==> src/rtl/fb_scanout.sv <==
// Framebuffer scanout engine: streams one dmem word per pixel into a small FIFO
// ahead of the VGA consumer, restarting from FB_BASE on every frame_start.
module fb_scanout #(
  parameter logic [31:0] FB_BASE    = 32'h0000_0400,
  parameter int          H_PIX      = 640,
  parameter int          V_PIX      = 480,
  parameter int          FIFO_DEPTH = 8
) (
  input  logic        clk,
  input  logic        reset,
  input  logic        frame_start,
  input  logic        px_req,
  output logic [31:0] mem_addr,
  input  logic [31:0] mem_rdata,
  output logic [23:0] px_rgb,
  output logic        px_valid,
  output logic        underrun
);
  localparam int NPIX = H_PIX * V_PIX;
  localparam int CW   = (NPIX > 1) ? $clog2(NPIX) : 1;
  localparam int PW   = $clog2(FIFO_DEPTH);
  localparam logic [CW-1:0] LAST_PIX = CW'(NPIX - 1);

  typedef enum logic [1:0] {IDLE, FETCH, DONE} state_t;

  state_t        state_q, state_d;
  logic [31:0]   addr_q, addr_d;
  logic [CW-1:0] pix_q, pix_d;
  logic          inflight_q, inflight_d;
  logic [PW-1:0] wr_q, wr_d, rd_q, rd_d;
  logic [PW:0]   cnt_q, cnt_d;
  logic          underrun_q, underrun_d;
  logic [23:0]   fifo_q [FIFO_DEPTH];

  logic          issue, push, pop;
  logic [PW+1:0] occ;
  logic          unused_hi;

  assign unused_hi = ^mem_rdata[31:24];
  assign occ       = {1'b0, cnt_q} + (PW+2)'(inflight_q);

  always_comb begin
    state_d    = state_q;
    addr_d     = addr_q;
    pix_d      = pix_q;
    inflight_d = 1'b0;
    wr_d       = wr_q;
    rd_d       = rd_q;
    cnt_d      = cnt_q;
    underrun_d = underrun_q | (px_req & ~px_valid);
    issue      = 1'b0;
    push       = 1'b0;
    pop        = 1'b0;
    if (frame_start) begin
      // Restart wins over everything: flush, drop the returning datum, rewind.
      state_d = FETCH;
      addr_d  = FB_BASE;
      pix_d   = '0;
      wr_d    = '0;
      rd_d    = '0;
      cnt_d   = '0;
    end else begin
      issue = (state_q == FETCH) && (occ < (PW+2)'(FIFO_DEPTH));
      push  = inflight_q;
      pop   = px_req && px_valid;
      if (issue) begin
        addr_d     = addr_q + 32'd4;
        pix_d      = pix_q + CW'(1);
        inflight_d = 1'b1;
        if (pix_q == LAST_PIX) state_d = DONE;
      end
      if (push) wr_d = wr_q + PW'(1);
      if (pop)  rd_d = rd_q + PW'(1);
      case ({push, pop})
        2'b10:   cnt_d = cnt_q + (PW+1)'(1);
        2'b01:   cnt_d = cnt_q - (PW+1)'(1);
        default: cnt_d = cnt_q;
      endcase
    end
  end

  always_ff @(posedge clk or negedge reset) begin
    if (!reset) begin
      state_q    <= IDLE;
      addr_q     <= FB_BASE;
      pix_q      <= '0;
      inflight_q <= 1'b0;
      wr_q       <= '0;
      rd_q       <= '0;
      cnt_q      <= '0;
      underrun_q <= 1'b0;
    end else begin
      state_q    <= state_d;
      addr_q     <= addr_d;
      pix_q      <= pix_d;
      inflight_q <= inflight_d;
      wr_q       <= wr_d;
      rd_q       <= rd_d;
      cnt_q      <= cnt_d;
      underrun_q <= underrun_d;
    end
  end

  // Storage needs no reset; px_rgb is masked whenever the FIFO is empty.
  always_ff @(posedge clk) begin
    if (push) fifo_q[wr_q] <= mem_rdata[23:0];
  end

  assign mem_addr = addr_q;
  assign px_valid = (cnt_q != '0);
  assign px_rgb   = px_valid ? fifo_q[rd_q] : 24'h000000;
  assign underrun = underrun_q;

  a_no_overflow: assert property (@(posedge clk) disable iff (!reset)
    !(push && cnt_q == (PW+1)'(FIFO_DEPTH)));

endmodule

==> config.mk <==
export PLATFORM = sky130hd
export DESIGN_NAME = fb_scanout
export DESIGN_NICKNAME = d
export VERILOG_FILES = /design/src/rtl/fb_scanout.sv
export SDC_FILE = /design/constraint.sdc
export NUM_CORES = 1
export LEC_CHECK = 0
export CAP_MARGIN = 5
export CORE_ASPECT_RATIO = 0.5
export CORE_UTILIZATION = 58
export CTS_CLUSTER_DIAMETER = 50
export CTS_CLUSTER_SIZE = 16
export DETAILED_ROUTE_END_ITERATION = 6
export HOLD_SLACK_MARGIN = 0.15
export PLACE_DENSITY = 0.8
export SETUP_SLACK_MARGIN = 0.1
export SLEW_MARGIN = 20
export SYNTH_ARGS = -nofsm -noshare
export SYNTH_HDL_FRONTEND = slang
export SYNTH_SLANG_ARGS = --single-unit
==> constraint.sdc <==
create_clock -name clk -period 4.22 [get_ports clk]
set_clock_uncertainty 0.05 [all_clocks]
set_input_delay 1.266 -clock clk [delete_from_list [all_inputs] [get_ports clk]]
set_output_delay 1.266 -clock clk [all_outputs]
set_load 0.005 [all_outputs]
==> metrics.md <==
| Metric | Value |
|---|---|
| Static Leak | 4.143 nW |
| Max-cap viol count | 0 |
| Result of the run | complete, no violations |
| Number of distinct library cell variants in the gate-level netlist after synthesis | 45 |
| RSZ-0062 raised after global routing | no |
| Clock-pin slew of the registers on the worst-case setup and hold paths | 0.07 ns |
| Dpl cell area | 11930 sq um |
| Post-layout nets | 813 |
| Layer with the highest usage | met2 |
| Die ar. | 19070 sq um |
| Effective utilization at floorplan | 60.44% |
| I/O pin count | 94 |
| Biggest fanout along the worst timing path | 16 |
| Detail-routed net length per standard cell | 21.14 microns |
| Maximum number of pins on one net before global-route repair | 77 |
| Count of antenna diodes in the layout | 0 |
| Core Rows | 34 |
| Global-route wire length before repair | 34.02 mm |
| H-tree levels | 1 |
| Primary FF master, synth | sky130_fd_sc_hd__edfxtp_1 |
| Sequential Area | 7348 sq um |
| Worst endpoint required time | 2.90 ns |
| GPL Wtd Cong | 0.8040 |
| Initial antenna violation count | 0 |
| Vertical die dimension | 98.14 microns |
| Sequential element share of the synthesized area | 68.49% |
| Finish-stage setup viols | 0 |
| Final std cell area, no fill | 12450 sq um |
| Critical path startpoint category | register |
| Actual slew at the worst max-slew pin | 0.8683 ns |
| Clock tree from TritonCTS | built |
| Worst Reg-to-Reg Cells | 7 |
| Overflow left after global routing | 0 |
| Synthesized instance count | 685 |
| Met3 layer usage reported by global route | 4.076% |
| Met1 Resource Use GR | 32.56% |
| Proportion of synthesized flip-flops having asynchronous set or reset | 24.71% |
| Area share of the leading cell type in the synthesized netlist | 53.78% |
| Power density over the cells | 484.6 nW/um^2 |
| Number of DRC violations after detailed routing | 0 |
| Placeable core region | 17740 sq um |
| DRT iter0 DRCs | 463 |
| Share of post-route cells with drive strength above 1 | 15.57% |
| Count of instances resized after the clock tree is built | 0 |
| Final hold vios | 0 |
| Maximum vdd drop | 0.3911 mV |
| Overall die width | 194.3 microns |
| Ranking of synthesized cells by area | sky130_fd_sc_hd__edfxtp_1, sky130_fd_sc_hd__dfrtp_1, sky130_fd_sc_hd__mux4_2 |
| Routed Wire Length | 21.37 mm |
| Crit path DAT | 2.59 ns |
| Post-route clock period utilization | 92.49% |
| Achievable frequency | 256.2 MHz |
| Summed instance area of the synthesized netlist | 10720 sq um |
| Avg Synthesized Cell Area | 15.65 sq um |
| Placed wire-length estimate | 12.58 mm |
| Setup tns final | 0 ns |
| Worst Hold Path Cells | 1 |
| Area taken by multi-input logic gates | 3228 sq um |
| Vias in the first global route | 6340 |
| Number of enable-type register cells in the synthesized netlist | 192 |
| Number of routed nets with antenna violations | 0 |
| Most area-hungry cell type in the Yosys netlist | sky130_fd_sc_hd__edfxtp_1 |
| Flops & latches, synth | 255 |
| Fillers | 1149 |
| CTS Hold Bufs | 0 |
| Final Slew Violations | 0 |
| Area grow syn2layout | 16.15% |
| Total number of vias | 6257 |
| Min-delay worst type | reg2reg |
| Count of clock tree sinks | 255 |
| Category of the critical setup timing path | reg2out |
| Pre-antenna DRT Iters | 5 |
| CTS max path bufs | 3 |
| Via density per instance | 6.189 |
| Synth Warn # | 0 |
| Insertion delay to the later sink of the worst-skew pair | 0.50 ns |
| Number of port buffers | 83 |
| Global routing met2 resource utilization | 38.60% |
| Number of buffers added by the clock tree synthesis step | 19 |
| Clock tree root driver cell | sky130_fd_sc_hd__clkbuf_16 |
| Relative slew margins | 42.11% |
| Crit end category | primary output |
| Total GRT Usage | 23.22% |
| Final critical-path required period | 3.903 ns |
-- kinds of logic (layout without fill, tap and decap cells) --
family / count (synthesis) / count (layout) / synth area share (%)
DFF: 255 / 255 / 68.49
and+or+nand+nor: 208 / 208 / 10.25
muxes: 87 / 87 / 13.88
AOI/OAI and AO/OA: 59 / 59 / 3.279
buffers and inverters: 51 / 142 / 1.902
xor gates and xnor gates: 18 / 18 / 1.470
adders and majority gates: 6 / 6 / 0.7002
other: 1 / 2 / 0.03498
-- cells in the mapped netlist, types with 4 or more instances --
cell type                  instances
sky130_fd_sc_hd__and4_1            5
sky130_fd_sc_hd__buf_1             9
sky130_fd_sc_hd__edfxtp_1        192
sky130_fd_sc_hd__clkbuf_1         24
sky130_fd_sc_hd__ha_1              6
sky130_fd_sc_hd__buf_2             4
sky130_fd_sc_hd__xnor2_1           5
sky130_fd_sc_hd__xor2_1           13
sky130_fd_sc_hd__dfrtp_1          62
sky130_fd_sc_hd__and3_1            7
sky130_fd_sc_hd__nor2b_1          13
sky130_fd_sc_hd__nand2_1          26
sky130_fd_sc_hd__nor2_1           65
sky130_fd_sc_hd__nand4_1          14
sky130_fd_sc_hd__o31ai_1          13
sky130_fd_sc_hd__or4_1            15
sky130_fd_sc_hd__mux4_2           48
sky130_fd_sc_hd__or3_1            12
sky130_fd_sc_hd__mux2_2           13
sky130_fd_sc_hd__a21oi_1          30
sky130_fd_sc_hd__nor3_1            9
sky130_fd_sc_hd__nor4_1            8
sky130_fd_sc_hd__o21ai_0          11
sky130_fd_sc_hd__nand3_1          16
sky130_fd_sc_hd__and2_1            4
sky130_fd_sc_hd__mux2i_1          26
sky130_fd_sc_hd__inv_1            12
-- through the flow --
step           utilization, %  std cells  hold WS (ns)  setup WS [ns]  total power, mW
2_1_floorplan               -        686        0.4010         0.4097            3.764
3_3_place_gp            67.24        983        0.3921         0.5278            4.402
3_5_place_dp            67.24        983        0.3954         0.4609            4.441
4_1_cts                 70.12       1010        0.4120         0.1265            6.061
5_1_grt                 70.20       1011        0.4482         0.1490            6.310
6_report                70.20       1011        0.4061         0.3169            6.034
-- path summary, 6_finish.rpt --
kind / start / to / slack (ns)
worst min-delay path: underrun$_DFF_PN0_ / underrun$_DFF_PN0_ / 0.41
min in group asynchronous: reset / mem_addr[18]$_DFFE_PN0P_ / 0.83
worst max register to register: cnt_q[1]$_DFFE_PN0P_ / cnt_q[3]$_DFFE_PN0P_ / 1.36
max in group asynchronous: reset / rd_q[0]$_DFFE_PN0P_ / 2.53
worst max-delay path: rd_q[0]$_DFFE_PN0P_ / px_rgb[4] / 0.32
worst min register to register: underrun$_DFF_PN0_ / underrun$_DFF_PN0_ / 0.41
-- cells in the final DEF, fill, tap and decap left out, types with 2 or more instances in the layout --
cell type                         count
sky130_fd_sc_hd__dfrtp_1             60
sky130_fd_sc_hd__mux2_2              13
sky130_fd_sc_hd__buf_12               4
sky130_fd_sc_hd__clkbuf_1             7
sky130_fd_sc_hd__o31ai_1             13
sky130_fd_sc_hd__mux4_2              48
sky130_fd_sc_hd__clkbuf_16           19
sky130_fd_sc_hd__nand3_1             16
sky130_fd_sc_hd__nor3_1               8
sky130_fd_sc_hd__xor2_1              13
sky130_fd_sc_hd__nand2b_1             2
sky130_fd_sc_hd__clkdlybuf4s50_1     81
sky130_fd_sc_hd__nor2_1              59
sky130_fd_sc_hd__and2_1               4
sky130_fd_sc_hd__or2_2                2
sky130_fd_sc_hd__nor4_1               6
sky130_fd_sc_hd__inv_1               12
sky130_fd_sc_hd__xnor2_1              5
sky130_fd_sc_hd__o21ai_0             11
sky130_fd_sc_hd__nor4_4               2
sky130_fd_sc_hd__and3_1               7
sky130_fd_sc_hd__nor2b_1             13
sky130_fd_sc_hd__nand4_1             14
sky130_fd_sc_hd__nand4b_1             2
sky130_fd_sc_hd__or3_1               12
sky130_fd_sc_hd__nor2_2               6
sky130_fd_sc_hd__ha_1                 6
sky130_fd_sc_hd__mux2i_1             26
sky130_fd_sc_hd__and4_1               5
sky130_fd_sc_hd__buf_2                2
sky130_fd_sc_hd__buf_4               15
sky130_fd_sc_hd__edfxtp_1           192
sky130_fd_sc_hd__conb_1               2
sky130_fd_sc_hd__a21o_1               2
sky130_fd_sc_hd__or4_1               15
sky130_fd_sc_hd__nand2_1             26
sky130_fd_sc_hd__a21oi_1             30
-- flip-flops by register name, indices dropped and copies added, names as in the netlist --
name and flops:
mem_addr 30, inflight_q 1, state_q 2, wr_q 3, rd_q 3, fifo_q 192, underrun 1, pix_q 19
cnt_q 4
-- critical path, stage by stage (launching register included) --
cell	delay, ns
sky130_fd_sc_hd__dfrtp_4	0.60
sky130_fd_sc_hd__buf_12	0.23
sky130_fd_sc_hd__mux4_2	0.54
sky130_fd_sc_hd__mux2i_1	0.18
sky130_fd_sc_hd__nor2_1	0.07
sky130_fd_sc_hd__clkdlybuf4s50_1	0.46
-- routing by layer --
metal  vias up  share of wire [%]
li1       2804                  -
met4         0                1.3
met1      3231                 43
met2       197                 50
met3        25                5.6
met5         -                  0
-- report_power, final --
part,leakage (nW),switching [mW],internal (mW)
logic,1.31,0.678,0.778
registers,2.59,0.127,2.82
clock network,0.247,0.803,0.828
-- timing repair --
action                                 in CTS  in global routing
endpoints found under the hold margin       0                  0
buffers inserted                            0                  1
setup endpoints to repair                   0                 13
-- layout make-up --
class	count	share of cell area, %
sequential	255	59.01
multi-input combinational	380	25.92
timing repair buffer	103	8.259
clock buffer	26	4.029
tap	234	2.351
inverter	12	0.3617
clock inverter	1	0.07033
Power figures use the tool's default switching activity.
